File: src/rtl/anton_neopixel_stream_receiver_pkg.sv
`default_nettype none
// ============================================================================
// Module      : anton_neopixel_stream_receiver_pkg
// Description : Shared receiver definitions: state encoding, parameter
//               defaults and a constant-width helper.
// Revision    : 1.0 - initial release
// ============================================================================
package anton_neopixel_stream_receiver_pkg;

  // Receiver line states (2-bit encoding).
  typedef enum logic [1:0] {
    RX_SYNC = 2'd0,
    RX_LOW  = 2'd1,
    RX_HIGH = 2'd2
  } rx_state_e;

  localparam int BUFFER_END_DEFAULT        = 255;
  // 50 us of low line at 7 MHz is the WS2812 latch time.
  localparam int RESET_DELAY_DEFAULT       = 350;
  localparam int RX_HIGH_THRESHOLD_DEFAULT = 4;
  localparam int RX_HIGH_MAX_DEFAULT       = 7;

  // Bits needed to hold values 0..value-1, never less than one bit so
  // that degenerate parameter choices still give legal vector widths.
  function automatic int clog2_min1(input int value);
    return (value <= 2) ? 1 : $clog2(value);
  endfunction

endpackage
`default_nettype wire

File: src/rtl/anton_neopixel_rx_sync.sv
`default_nettype none
// ============================================================================
// Module      : anton_neopixel_rx_sync
// Description : Two-flop synchronizer for the asynchronous serial line plus
//               an edge-detect flop producing single-cycle rise/fall pulses.
// Ports       : clk7mhz  - sampling clock
//               reset    - asynchronous active-high reset
//               async_in - raw line
//               sync_out - synchronized line (2 cycles after the pin)
//               rise     - sync_out went 0->1 this cycle
//               fall     - sync_out went 1->0 this cycle
// Revision    : 1.0 - initial release
// ============================================================================
module anton_neopixel_rx_sync (
  input  logic clk7mhz,
  input  logic reset,
  input  logic async_in,
  output logic sync_out,
  output logic rise,
  output logic fall
);

  logic meta_q;
  logic sync_q;
  logic prev_q;

  always_ff @(posedge clk7mhz or posedge reset) begin
    if (reset) begin
      meta_q <= 1'b0;
      sync_q <= 1'b0;
      prev_q <= 1'b0;
    end else begin
      meta_q <= async_in;
      sync_q <= meta_q;
      prev_q <= sync_q;
    end
  end

  assign sync_out = sync_q;
  assign rise     = sync_q & ~prev_q;
  assign fall     = ~sync_q & prev_q;

endmodule
`default_nettype wire

File: src/rtl/anton_neopixel_stream_receiver.sv
`default_nettype none
// ============================================================================
// Module      : anton_neopixel_stream_receiver
// Description : WS2812-style single-wire receiver. Measures each high pulse
//               to decode bits (MSB first), assembles 24-bit pixels with a
//               write strobe and buffer index, and detects the latch gap as
//               end of frame.
// Ports       : clk7mhz, reset           - clock, async active-high reset
//               stream_in                - raw serial line (asynchronous)
//               reg_ctrl_run             - enable; 0 holds the receiver in SYNC
//               reg_ctrl_32bit           - index step of 4 instead of 1
//               pixel_data/index/valid   - pixel write port
//               frame_done               - gap seen after at least one bit
//               synced                   - receiver has seen a full gap
//               err_pulse/partial/overrun- single-cycle error pulses
// Revision    : 1.0 - initial release
// ============================================================================
module anton_neopixel_stream_receiver
  import anton_neopixel_stream_receiver_pkg::*;
#(
  parameter  int BUFFER_END     = BUFFER_END_DEFAULT,
  parameter  int RESET_DELAY    = RESET_DELAY_DEFAULT,
  parameter  int HIGH_THRESHOLD = RX_HIGH_THRESHOLD_DEFAULT,
  parameter  int HIGH_MAX       = RX_HIGH_MAX_DEFAULT,
  localparam int BUFFER_BITS    = clog2_min1(BUFFER_END + 1)
) (
  input  logic                   clk7mhz,
  input  logic                   reset,
  input  logic                   stream_in,
  input  logic                   reg_ctrl_run,
  input  logic                   reg_ctrl_32bit,
  output logic [23:0]            pixel_data,
  output logic [BUFFER_BITS-1:0] pixel_index,
  output logic                   pixel_valid,
  output logic                   frame_done,
  output logic                   synced,
  output logic                   err_pulse,
  output logic                   err_partial,
  output logic                   err_overrun
);

  localparam int LOW_W  = clog2_min1(RESET_DELAY + 1);
  localparam int HIGH_W = clog2_min1(HIGH_MAX + 1);
  // Extra headroom so an index one step past BUFFER_END is representable
  // and can be detected as overrun instead of wrapping back into range.
  localparam int IDX_W  = BUFFER_BITS + 3;

  localparam logic [LOW_W-1:0]  LOW_GAP    = LOW_W'(RESET_DELAY);
  localparam logic [LOW_W-1:0]  LOW_LAST   = LOW_W'(RESET_DELAY - 1);
  localparam logic [HIGH_W-1:0] HIGH_LIMIT = HIGH_W'(HIGH_MAX);
  localparam logic [HIGH_W-1:0] HIGH_THR   = HIGH_W'(HIGH_THRESHOLD);
  localparam logic [IDX_W-1:0]  IDX_END    = IDX_W'(BUFFER_END);

  logic line, line_rise, line_fall;

  anton_neopixel_rx_sync u_sync (
    .clk7mhz (clk7mhz),
    .reset   (reset),
    .async_in(stream_in),
    .sync_out(line),
    .rise    (line_rise),
    .fall    (line_fall)
  );

  rx_state_e               state_q, state_d;
  logic [LOW_W-1:0]        low_cnt_q, low_cnt_d;
  logic [HIGH_W-1:0]       high_cnt_q, high_cnt_d;
  logic [4:0]              bit_cnt_q, bit_cnt_d;
  logic [22:0]             shift_q, shift_d;
  logic                    got_bit_q, got_bit_d;
  logic [IDX_W-1:0]        wr_idx_q, wr_idx_d;
  logic [23:0]             pixel_data_q, pixel_data_d;
  logic [BUFFER_BITS-1:0]  pixel_index_q, pixel_index_d;
  logic                    pixel_valid_q, pixel_valid_d;
  logic                    frame_done_q, frame_done_d;
  logic                    err_pulse_q, err_pulse_d;
  logic                    err_partial_q, err_partial_d;
  logic                    err_overrun_q, err_overrun_d;
  logic                    bit_dec;
  logic [23:0]             shifted;

  always_comb begin
    state_d       = state_q;
    low_cnt_d     = low_cnt_q;
    high_cnt_d    = high_cnt_q;
    bit_cnt_d     = bit_cnt_q;
    shift_d       = shift_q;
    got_bit_d     = got_bit_q;
    wr_idx_d      = wr_idx_q;
    pixel_data_d  = pixel_data_q;
    pixel_index_d = pixel_index_q;
    pixel_valid_d = 1'b0;
    frame_done_d  = 1'b0;
    err_pulse_d   = 1'b0;
    err_partial_d = 1'b0;
    err_overrun_d = 1'b0;
    bit_dec       = (high_cnt_q >= HIGH_THR);
    shifted       = {shift_q, bit_dec};

    if (!reg_ctrl_run) begin
      state_d    = RX_SYNC;
      low_cnt_d  = '0;
      high_cnt_d = '0;
      bit_cnt_d  = '0;
      shift_d    = '0;
      got_bit_d  = 1'b0;
      wr_idx_d   = '0;
    end else begin
      case (state_q)
        RX_SYNC: begin
          if (line) begin
            low_cnt_d = '0;
          end else if (low_cnt_q == LOW_LAST) begin
            state_d   = RX_LOW;
            low_cnt_d = '0;
          end else begin
            low_cnt_d = low_cnt_q + 1'b1;
          end
        end

        RX_LOW: begin
          if (low_cnt_q != LOW_GAP) low_cnt_d = low_cnt_q + 1'b1;
          // End of frame fires once, on the transition into saturation;
          // a coincident rise still enters HIGH below.
          if (low_cnt_q == LOW_LAST) begin
            frame_done_d  = got_bit_q;
            err_partial_d = (bit_cnt_q != 5'd0);
            bit_cnt_d     = '0;
            shift_d       = '0;
            got_bit_d     = 1'b0;
            wr_idx_d      = '0;
          end
          if (line_rise) begin
            state_d    = RX_HIGH;
            high_cnt_d = HIGH_W'(1);
          end
        end

        RX_HIGH: begin
          if (line_fall) begin
            state_d   = RX_LOW;
            low_cnt_d = '0;
            got_bit_d = 1'b1;
            if (bit_cnt_q == 5'd23) begin
              bit_cnt_d = '0;
              shift_d   = '0;
              if (wr_idx_q <= IDX_END) begin
                pixel_valid_d = 1'b1;
                pixel_data_d  = shifted;
                pixel_index_d = wr_idx_q[BUFFER_BITS-1:0];
                wr_idx_d      = wr_idx_q + (reg_ctrl_32bit ? IDX_W'(4) : IDX_W'(1));
              end else begin
                err_overrun_d = 1'b1;
              end
            end else begin
              bit_cnt_d = bit_cnt_q + 1'b1;
              shift_d   = shifted[22:0];
            end
          end else if (high_cnt_q == HIGH_LIMIT) begin
            // Over-long pulse: the stream is not trustworthy until the
            // next full gap, so drop everything and resynchronise.
            err_pulse_d = 1'b1;
            state_d     = RX_SYNC;
            low_cnt_d   = '0;
            high_cnt_d  = '0;
            bit_cnt_d   = '0;
            shift_d     = '0;
            got_bit_d   = 1'b0;
            wr_idx_d    = '0;
          end else begin
            high_cnt_d = high_cnt_q + 1'b1;
          end
        end

        default: state_d = RX_SYNC;
      endcase
    end
  end

  always_ff @(posedge clk7mhz or posedge reset) begin
    if (reset) begin
      state_q       <= RX_SYNC;
      low_cnt_q     <= '0;
      high_cnt_q    <= '0;
      bit_cnt_q     <= '0;
      shift_q       <= '0;
      got_bit_q     <= 1'b0;
      wr_idx_q      <= '0;
      pixel_data_q  <= '0;
      pixel_index_q <= '0;
      pixel_valid_q <= 1'b0;
      frame_done_q  <= 1'b0;
      err_pulse_q   <= 1'b0;
      err_partial_q <= 1'b0;
      err_overrun_q <= 1'b0;
    end else begin
      state_q       <= state_d;
      low_cnt_q     <= low_cnt_d;
      high_cnt_q    <= high_cnt_d;
      bit_cnt_q     <= bit_cnt_d;
      shift_q       <= shift_d;
      got_bit_q     <= got_bit_d;
      wr_idx_q      <= wr_idx_d;
      pixel_data_q  <= pixel_data_d;
      pixel_index_q <= pixel_index_d;
      pixel_valid_q <= pixel_valid_d;
      frame_done_q  <= frame_done_d;
      err_pulse_q   <= err_pulse_d;
      err_partial_q <= err_partial_d;
      err_overrun_q <= err_overrun_d;
    end
  end

  assign pixel_data  = pixel_data_q;
  assign pixel_index = pixel_index_q;
  assign pixel_valid = pixel_valid_q;
  assign frame_done  = frame_done_q;
  assign synced      = (state_q != RX_SYNC);
  assign err_pulse   = err_pulse_q;
  assign err_partial = err_partial_q;
  assign err_overrun = err_overrun_q;

endmodule
`default_nettype wire

File: config.mk
export PLATFORM = sky130hd
export DESIGN_NAME = anton_neopixel_stream_receiver
export DESIGN_NICKNAME = d
export VERILOG_FILES = /design/src/rtl/anton_neopixel_stream_receiver_pkg.sv /design/src/rtl/anton_neopixel_rx_sync.sv /design/src/rtl/anton_neopixel_stream_receiver.sv
export SDC_FILE = /design/constraint.sdc
export NUM_CORES = 1
export LEC_CHECK = 0
export CORE_MARGIN = 1.5
export CORE_UTILIZATION = 28
export CTS_CLUSTER_DIAMETER = 30
export CTS_CLUSTER_SIZE = 16
export DETAILED_ROUTE_END_ITERATION = 16
export GPL_TIMING_DRIVEN = 0
export PLACE_DENSITY_LB_ADDON = 0.15
export REMOVE_ABC_BUFFERS = 1
export SYNTH_ARGS = -nofsm -noshare
export SYNTH_HDL_FRONTEND = slang
export SYNTH_SLANG_ARGS = --single-unit
File: constraint.sdc
create_clock -name clk7mhz -period 4 [get_ports clk7mhz]
set_clock_uncertainty 0.2 [all_clocks]
set_input_delay 1 -clock clk7mhz [delete_from_list [all_inputs] [get_ports clk7mhz]]
set_output_delay 1 -clock clk7mhz [all_outputs]
set_load 0.02 [all_outputs]
==> run_results.csv, run 1 <==
group,metric,value,unit
sta,fmax,0.273,GHz
floorplan,core_area,0.0146,mm2
power_and_ir_drop,intPower,1590,uW
critical_path,r2r_cells,7,
power_and_ir_drop,pwr-share-seq,43.8,%
grt,antenna_found_initial,0,
sta,final-hold-violation-count,0,
critical_path,critical_path_required,4.07,ns
critical_path,reg2reg_to,"bit_cnt_q[0]",
layout,antenna_cells,0,
placed_design,place_area,0.00482,mm2
detailed_routing,drt_drc_violations_left,6,
layout,nets,406,
grt,gr-usage-all-layers,11.7,%
critical_path,end_kind,"flip-flop",
cts,postCtsHoldBufs,0,
placed_design,placed_cells,559,
yosys,syn_avg_cell_area,12.2,um2
critical_path,startpoint_type,"primary input",
grt,overflow,0,
yosys,yosys-top-cells-area,"dfrtp_1, mux2_2, ha_1",
sta,slew_violations,0,
critical_path,r2r_start,"state_q[0]",
cts,insertion_delay,0.35,ns
worst_hold_path,min_from,"u_sync.meta_q",
floorplan,rows,44,
critical_path,critPathKind,"primary input to flip-flop",
worst_hold_path,worstHoldPathType,"flip-flop to flip-flop",
detailed_routing,viasPerCell,4.90,
cts,cts.repair.resized,0,
layout,layout-drive-gt1-share,20.5,%
power_and_ir_drop,ir_worst_vdd,235,uV
detailed_routing,wl,8350,um
yosys,synthCells,346,
placed_design,place.gp.congestion,0.774,
critical_path,ff2ff_setup_slack,1.04,ns
yosys,synth.top_cell.area_share,55.7,%
floorplan,initial_core_util,28.9,%
placed_design,numPortBuffers,42,
status,violations,"design-rule violations",
power_and_ir_drop,powerDensity,444,mW/mm2
layout,fillers,1459,
detailed_routing,firstDrtPassIters,12,
yosys,synth_area,0.00423,mm2
yosys,yosys_warnings,0,
critical_path,worst_path_dominant_cell_family,"buffers and inverters",
sta,slew_headroom,30.3,%
cts,cts_tree,"built",
sta,worst_pin_slew,1.04,ns
cts,clock_sink_count,94,
critical_path,path_cells,"clkdlybuf4s50_1, nand4b_2, a2111oi_4, buf_6, nand2_1, o21ai_2",
cts,clk_pin_slew_worst_paths,0.07,ns
cts,clockBufferDepth,2,
yosys,synth_top_cell_by_area,"dfrtp_1",
power_and_ir_drop,net-switching-power,690,uW
sta,fin_crit_sh,91.5,%
yosys,ys_seq_area_share,55.7,%
cts,htreeDepth,3,
job,drv_cap,0,
layout,instances_no_fill,575,
detailed_routing,ant_nets,0,
detailed_routing,first_iter_violations,158,
cts,cts_buffers,9,
critical_path,path_max_fanout,16,
grt,grt_pass1_vias,2930,
layout,final_area,0.00513,mm2
power_and_ir_drop,comb_power_share,17.4,%
yosys,synth_seq_cells,94,
worst_hold_path,min_path_cells,0,
critical_path,worst-path-buf-inv,2,
floorplan,die_h,126,um
floorplan,die_area,0.0158,mm2
critical_path,worst_ep_arrival_time,3.73,ns
yosys,synth_edf_count,0,
sta,setup_violations,0,
critical_path,slowest_stage,"a2111oi_4",
sta,rsz0062_at_grt,"no",
yosys,async_flop_share,100,%
yosys,synth_cell_types,51,
yosys,ys.flop_type,"dfrtp_1",
power_and_ir_drop,clock_power_share,38.8,%
grt,grt_max_degree,51,
detailed_routing,wl_per_cell,14.5,um
status,status,"complete, but fails checks",
grt,grt_pass1_wl,14800,um
floorplan,pin_count,43,
placed_design,hpwl,5500,um
layout,area_delta_synth_final,21.4,%
power_and_ir_drop,p_leak,0.00238,uW
detailed_routing,num_vias,2820,
cts,post_cts_buffers,0,
worst_hold_path,hold_end,"u_sync.sync_out",
critical_path,cp_slowest_stage_delay,0.93,ns
floorplan,chipWidth,126,um
cts,cts_root_buffer,"clkbuf_16",
power_and_ir_drop,swShare,30.3,%
sta,finalCriticalPeriod,3.66,ns
==> power by group through the flow <==
stage | clock, uW | combinational [uW] | sequential (uW)
floorplan | 0 | 289 | 1010
global placement | 0 | 393 | 1010
detailed placement | 0 | 404 | 1020
CTS | 921 | 406 | 997
global route | 966 | 454 | 1000
finish | 883 | 398 | 998
==> worst register-to-register path, cell delays in order (launching register included) <==
cell and delay, ns:
dfrtp_1 0.42, inv_1 0.10, ha_1 0.35, nand4b_2 0.48, a2111oi_4 0.94, buf_6 0.26, nand2_1 0.08, o21ai_2 0.05
==> worst max-delay path by stage <==
stage | startpoint | endpoint | slack (ns) | depth (start not counted)
floorplan | reset | bit_cnt_q[0] | 0.35 | 1
global placement | reset | low_cnt_q[3] | -1.21 | 2
detailed placement | reg_ctrl_run | bit_cnt_q[0] | -0.04 | 6
CTS | reg_ctrl_run | bit_cnt_q[0] | 0.31 | 6
global route | reg_ctrl_run | bit_cnt_q[1] | 0.14 | 6
finish | reg_ctrl_run | bit_cnt_q[0] | 0.34 | 6
==> cells in the final DEF (no fill, tap or decap), types with 3 or more instances in the layout <==
master / synthesis / routed
a21o_1: 4 / 4
a21oi_1: 10 / 10
a22o_1: 11 / 11
a22o_2: 18 / 18
a31oi_1: 3 / 3
and2b_1: 3 / 3
and3_1: 6 / 5
clkbuf_16: 0 / 9
clkdlybuf4s50_1: 0 / 42
dfrtp_1: 94 / 94
ha_1: 15 / 15
inv_1: 16 / 15
mux2_2: 33 / 33
nand2_1: 23 / 23
nand2b_1: 3 / 3
nand3_1: 13 / 13
nor2_1: 11 / 11
nor3_1: 5 / 5
nor3b_1: 3 / 3
o21ai_0: 19 / 19
o31ai_1: 3 / 3
==> cells in the mapped netlist, drive strengths merged, types with 2 or more instances <==
| master | number |
|---|---|
| dfrtp | 94 |
| mux2 | 33 |
| a22o | 29 |
| nand2 | 24 |
| o21ai | 21 |
| inv | 16 |
| ha | 15 |
| nand3 | 13 |
| buf | 12 |
| nor2 | 12 |
| a21oi | 10 |
| and3 | 6 |
| nor3 | 5 |
| a21o | 4 |
| a31oi | 4 |
| o31ai | 4 |
| and2b | 3 |
| clkbuf | 3 |
| nand2b | 3 |
| nor3b | 3 |
| a21boi | 2 |
| and4 | 2 |
| nand4b | 2 |
| nor2b | 2 |
| nor4 | 2 |
| o22ai | 2 |
| o2bb2ai | 2 |
| o311ai | 2 |
| or3 | 2 |
| xnor2 | 2 |
==> routing by layer <==
layer | share of wire [%] | global-route usage, % | vias up
li1 | - | - | 1341
met3 | 4.7 | 4.12 | 12
met2 | 45 | 18.0 | 59
met5 | 0 | 0 | -
met4 | 1.4 | 3.79 | 0
met1 | 49 | 15.4 | 1408
==> flip-flops by register name (all words and copies together), names as in the netlist <==
register / count
err_overrun: 1
state_q: 2
err_pulse: 1
u_sync.sync_out: 1
wr_idx_q: 11
shift_q: 23
u_sync.meta_q: 1
bit_cnt_q: 5
pixel_valid: 1
high_cnt_q: 3
frame_done: 1
pixel_data: 24
low_cnt_q: 9
u_sync.prev_q: 1
err_partial: 1
pixel_index: 8
got_bit_q: 1
==> logic make-up after synthesis <==
logic type	synth area share (%)
AOI/OAI and AO/OA	16.4
adders and majority gates	4.44
buffers and inverters	3.67
xor gates and xnor gates	0.415
DFF	55.7
muxes	8.79
and+or+nand+nor	10.6
==> final cells by class <==
type	instances	area [um2]	area share, %
clock inverter	7	80.1	1.56
timing repair buffer	44	459	8.95
sequential	94	2350	45.9
multi-input combinational	221	1720	33.5
inverter	16	62.6	1.22
tap	184	230	4.49
clock buffer	9	225	4.39
==> stage by stage <==
stage / worst slack (ns) / TNS (ns) / total power (uW) / util (%) / hold WS [ns]
after floorplan: 0.351 / 0 / 1300 / - / 0.131
after global placement: -1.21 / -136.25 / 1410 / 32.6 / 0.131
after detailed placement: -0.0422 / -0.425 / 1420 / 32.9 / 0.137
after CTS: 0.308 / 0 / 2320 / 35.0 / 0.152
after global routing: 0.140 / 0 / 2420 / 35.0 / 0.157
final: 0.339 / 0 / 2280 / 35.0 / 0.151
Note: power is estimated with default switching activity, not from simulation.
==> run 2: changes to the inputs <==
Settings changed: CELL_PAD_IN_SITES_DETAIL_PLACEMENT set to 1, CELL_PAD_IN_SITES_GLOBAL_PLACEMENT set to 1.
==> run 2 against run 1 <==
  * The flow now finishes without violations
  * Power is 0.70% lower
  * Register-to-register slack gained 0.03 ns
  * Core utilization down 0.077 points
  * Largest power group unchanged
  * Via count down 0.21%
==> run_results.csv, run 2 (synthesis results as in run 1) <==
group,metric,value,unit
status,status,"complete, no violations",
critical_path,path_cells,"clkdlybuf4s50_1, nand2_1, and2b_1, and3_2, mux2_2",
placed_design,place.gp.congestion,0.731,
critical_path,worst_ep_arrival_time,3.59,ns
floorplan,die_area,0.0158,mm2
power_and_ir_drop,net-switching-power,681,uW
floorplan,pin_count,43,
layout,final_common_cell,"dfrtp_1",
cts,cts_buffers,9,
worst_hold_path,worstHoldPathType,"flip-flop to flip-flop",
layout,largest_reg_flops,24,
detailed_routing,wl_per_cell,15.3,um
sta,setup_violations,0,
layout,nets,406,
grt,overflow,0,
critical_path,end_kind,"flip-flop",
floorplan,chipWidth,126,um
detailed_routing,num_vias,2814,
power_and_ir_drop,intPower,1580,uW
critical_path,slowest_stage,"clkdlybuf4s50_1",
placed_design,numPortBuffers,42,
grt,top_usage_layer,"met2",
cts,clk_pin_slew_worst_paths,0.06,ns
critical_path,path_max_fanout,34,
job,drv_cap,0,
critical_path,critPathKind,"primary input to flip-flop",
cts,htreeDepth,3,
cts,insertion_delay,0.34,ns
grt,grt_pass1_vias,2982,
power_and_ir_drop,ir_worst_vdd,229,uV
critical_path,critical_path_required,4.03,ns
placed_design,dpl_worst_slack,-0.398,ns
critical_path,crit_start,"reg_ctrl_run",
critical_path,worst-path-buf-inv,1,
cts,cts.repair.resized,0,
layout,fillers,1562,
cts,cts_root_buffer,"clkbuf_16",
layout,layout-drive-gt1-share,20.3,%
critical_path,cp_slowest_stage_delay,0.84,ns
cts,clock_sink_count,94,
detailed_routing,first_iter_violations,110,
grt,grt_max_degree,69,
power_and_ir_drop,pwr-share-seq,44.1,%
detailed_routing,drt_drc_violations_left,0,
floorplan,rows,44,
placed_design,hpwl,5900,um
critical_path,worst_path_dominant_cell_family,"simple AND/OR/NAND/NOR gates",
critical_path,startpoint_type,"primary input",
power_and_ir_drop,clock_power_share,37.9,%
floorplan,core_area,0.0146,mm2
detailed_routing,viasPerCell,4.90,
power_and_ir_drop,finalPower,2260,uW
sta,fin_ws,0.437,ns
grt,gr-usage-all-layers,12.0,%
grt,grt_util_met3,3.95,%
layout,regArea,0.00235,mm2
power_and_ir_drop,swShare,30.1,%
sta,finalCriticalPeriod,3.56,ns
floorplan,die_h,126,um
detailed_routing,ant_nets,0,
layout,final_core_util,34.9,%
worst_hold_path,min_from,"u_sync.meta_q",
sta,worst_pin_slew,1.07,ns
layout,area_delta_synth_final,21.1,%
sta,final-hold-violation-count,0,
sta,rsz0062_at_grt,"no",
power_and_ir_drop,p_leak,0.00238,uW
cts,postCtsHoldBufs,0,
power_and_ir_drop,powerDensity,442,mW/mm2
grt,antenna_found_initial,0,
cts,clockBufferDepth,2,
sta,slew_headroom,28.7,%
grt,grt_pass1_wl,15100,um
sta,fmax,0.281,GHz
grt,met2_usage,18.6,%
detailed_routing,firstDrtPassIters,6,
sta,slew_violations,0,
detailed_routing,wl,8800,um
floorplan,initial_core_util,28.9,%
cts,cts_tree,"built",
grt,met1_usage,15.8,%
layout,multi_input_area,0.00172,mm2
power_and_ir_drop,comb_power_share,17.9,%
critical_path,r2r_start,"state_q[0]",
layout,layout_common_cells,"dfrtp_1, clkdlybuf4s50_1, mux2_2",
sta,fin_crit_sh,89.1,%
layout,antenna_cells,0,
## run 2: changes by cell type in the layout (fill, tap and decap cells not counted), sizes merged
| cell | delta |
|---|---|
| clkinv | -1 |
## run 2: metal layers
metal  share of wire, %  up-vias
li1                   -     1352
met1                 49     1414
met2                 46       40
met3                3.6        8
met4                1.4        0
met5                  0        -
## run 2: path summary, 6_finish.rpt
kind	cells past startpoint	slack [ns]	to
max	5	0.44	pixel_data[21]
min	0	0.15	u_sync.sync_out
max reg2reg	6	1.07	pixel_data[21]
min reg2reg	0	0.15	u_sync.sync_out
max in group asynchronous	3	2.15	got_bit_q
min in group asynchronous	2	0.80	high_cnt_q[1]
## run 2: stage by stage
| stage | hold slack (ns) | std cells | setup TNS [ns] | cell area (um2) |
|---|---|---|---|---|
| after floorplan | 0.131 | 331 | 0 | 4130 |
| after global placement | 0.133 | 557 | -147.60 | 4780 |
| after detailed placement | 0.137 | 558 | -9.74 | 4810 |
| after CTS | 0.152 | 573 | 0 | 5110 |
| after global routing | 0.171 | 574 | 0 | 5120 |
| final | 0.152 | 574 | 0 | 5120 |
## run 2: area by class of cell
| type | instances | area share (%) |
|---|---|---|
| inverter | 16 | 1.22 |
| tap | 184 | 4.50 |
| multi-input combinational | 221 | 33.6 |
| timing repair buffer | 44 | 8.97 |
| sequential | 94 | 46.0 |
| clock buffer | 9 | 4.40 |
| clock inverter | 6 | 1.34 |
## run 2: power by group through the flow
| stage | Clock, uW | Combinational [uW] | Sequential, uW |
|---|---|---|---|
| after CTS | 898 | 417 | 999 |
| after detailed placement | 0 | 414 | 1020 |
| after global placement | 0 | 401 | 1020 |
| after floorplan | 0 | 289 | 1010 |
| after global routing | 936 | 462 | 1000 |
| final | 858 | 406 | 999 |
## run 2: repair_timing
action,4_1_cts,5_1_grt
endpoints found under the hold margin,0,0
setup endpoints to repair,20,0
buffers inserted,0,0
## run 2: worst register-to-register path, delay by kind of cell (launching register included)
family        cells  cell delay, ns
simple gates      3            1.31
mux               1            0.42
flops             1            0.41
fa+ha+maj         1            0.38
buf+inv           1            0.10
==> run 3: changes to the inputs <==
Settings changed: SKIP_CTS_REPAIR_TIMING set to 1.
==> run 3 against run 2 <==
  * Final cell count unchanged
  * Core utilization unchanged
  * Combinational power about the same
  * Maximum frequency decreased by 1.5%
  * Wire length increased by 0.37%
  * Die area unchanged
  * Sequential cell count unchanged
==> run_results.csv, run 3 (synthesis results as in run 1) <==
group,metric,value,unit
critical_path,worst_ep_arrival_time,3.70,ns
layout,antenna_cells,0,
floorplan,pin_count,43,
power_and_ir_drop,intPower,1580,uW
detailed_routing,first_iter_violations,108,
layout,layout-drive-gt1-share,20.3,%
sta,hold-worst-slack,0.152,ns
layout,final_area,0.00512,mm2
sta,fmax,0.277,GHz
placed_design,hpwl,5900,um
sta,worst_pin_slew,1.08,ns
placed_design,dpl_worst_slack,-0.398,ns
layout,final_core_util,34.9,%
status,status,"complete, no violations",
floorplan,chipWidth,126,um
job,drv_cap,0,
critical_path,cp_slowest_stage_delay,0.87,ns
placed_design,place_area,0.00481,mm2
floorplan,die_h,126,um
layout,fillers,1562,
detailed_routing,ant_nets,0,
cts,cts_tree,"built",
placed_design,place.gp.congestion,0.731,
cts,insertion_delay,0.35,ns
grt,grt_pass1_wl,15100,um
detailed_routing,wl_per_cell,15.4,um
cts,cts_root_buffer,"clkbuf_16",
sta,slew_violations,0,
critical_path,startpoint_type,"primary input",
power_and_ir_drop,clock_power_share,38.0,%
power_and_ir_drop,swShare,30.2,%
sta,slew_headroom,28.0,%
grt,antenna_found_initial,0,
critical_path,path_cells,"clkdlybuf4s50_1, nand4b_2, a2111oi_4, buf_6, a22o_2",
worst_hold_path,worstHoldPathType,"flip-flop to flip-flop",
sta,finalCriticalPeriod,3.62,ns
sta,setup_violations,0,
grt,gr-usage-all-layers,12.0,%
cts,cts_buffers,9,
layout,final_common_cell,"dfrtp_1",
floorplan,core_area,0.0146,mm2
sta,final-hold-violation-count,0,
power_and_ir_drop,net-switching-power,683,uW
critical_path,slowest_stage,"a2111oi_4",
grt,grt_pass1_vias,2982,
cts,htreeDepth,3,
power_and_ir_drop,comb_power_share,18.0,%
cts,clock_sink_count,94,
power_and_ir_drop,pwr-share-seq,44.1,%
layout,nets,406,
power_and_ir_drop,p_leak,0.00238,uW
detailed_routing,viasPerCell,4.91,
floorplan,die_area,0.0158,mm2
layout,area_delta_synth_final,21.1,%
detailed_routing,wl,8840,um
detailed_routing,num_vias,2821,
placed_design,numPortBuffers,42,
cts,clockBufferDepth,2,
sta,rsz0062_at_grt,"no",
grt,overflow,0,
critical_path,path_max_fanout,16,
critical_path,critPathKind,"primary input to flip-flop",
cts,clk_pin_slew_worst_paths,0.07,ns
power_and_ir_drop,ir_worst_vdd,229,uV
detailed_routing,firstDrtPassIters,6,
sta,fin_crit_sh,90.4,%
layout,layout_common_cells,"dfrtp_1, clkdlybuf4s50_1, mux2_2",
detailed_routing,drt_drc_violations_left,0,
floorplan,initial_core_util,28.9,%
critical_path,end_kind,"flip-flop",
power_and_ir_drop,powerDensity,443,mW/mm2
grt,grt_max_degree,69,
layout,largest_reg_flops,24,
floorplan,rows,44,
sta,fin_ws,0.384,ns
critical_path,critical_path_required,4.09,ns
[run 3: worst paths after layout]
kind,start,endpoint,slack (ns),cells past startpoint
hold / removal,u_sync.meta_q,u_sync.sync_out,0.15,0
min in group asynchronous,reset,high_cnt_q[1],0.79,2
hold reg to reg,u_sync.meta_q,u_sync.sync_out,0.15,0
max in group asynchronous,reset,got_bit_q,2.15,3
setup / recovery,reg_ctrl_run,shift_q[14],0.38,5
setup reg to reg,state_q[0],pixel_data[21],1.07,6
[run 3: metrics by stage]
step	cells	power (uW)	TNS (ns)
2_1_floorplan	331	1300	0
6_report	574	2270	0
5_1_grt	574	2400	0
4_1_cts	573	2310	-0.568
3_3_place_gp	557	1420	-147.60
3_5_place_dp	558	1430	-9.74
[run 3: worst max-delay path: cells and delay by family]
kind	cells	cell delay (ns)
buf+inv	2	1.11
compound gates	2	1.02
simple gates	1	0.56
[run 3: cell type report]
| class | instances | area, um2 | share of cell area [%] |
|---|---|---|---|
| Timing Repair Buffer | 44 | 459 | 8.97 |
| Inverter | 16 | 62.6 | 1.22 |
| Sequential cell | 94 | 2350 | 46.0 |
| Multi-Input combinational cell | 221 | 1720 | 33.6 |
| Tap cell | 184 | 230 | 4.50 |
| Clock buffer | 9 | 225 | 4.40 |
| Clock inverter | 6 | 68.8 | 1.34 |
[run 3: per-layer routing]
| metal | part of all wire [%] | track usage (%) | up-vias |
|---|---|---|---|
| li1 | - | - | 1349 |
| met3 | 3.7 | 3.95 | 6 |
| met5 | 0 | 0 | - |
| met4 | 0.89 | 3.85 | 0 |
| met1 | 49 | 15.9 | 1420 |
| met2 | 46 | 18.6 | 46 |
[run 3: power groups by stage]
stage                     sequential (uW)  combinational [uW]  clock (uW)
after floorplan                      1010                 289           0
after global placement               1020                 401           0
after detailed placement             1020                 414           0
after CTS                             999                 417         898
after global routing                 1000                 462         936
final                                 998                 407         860
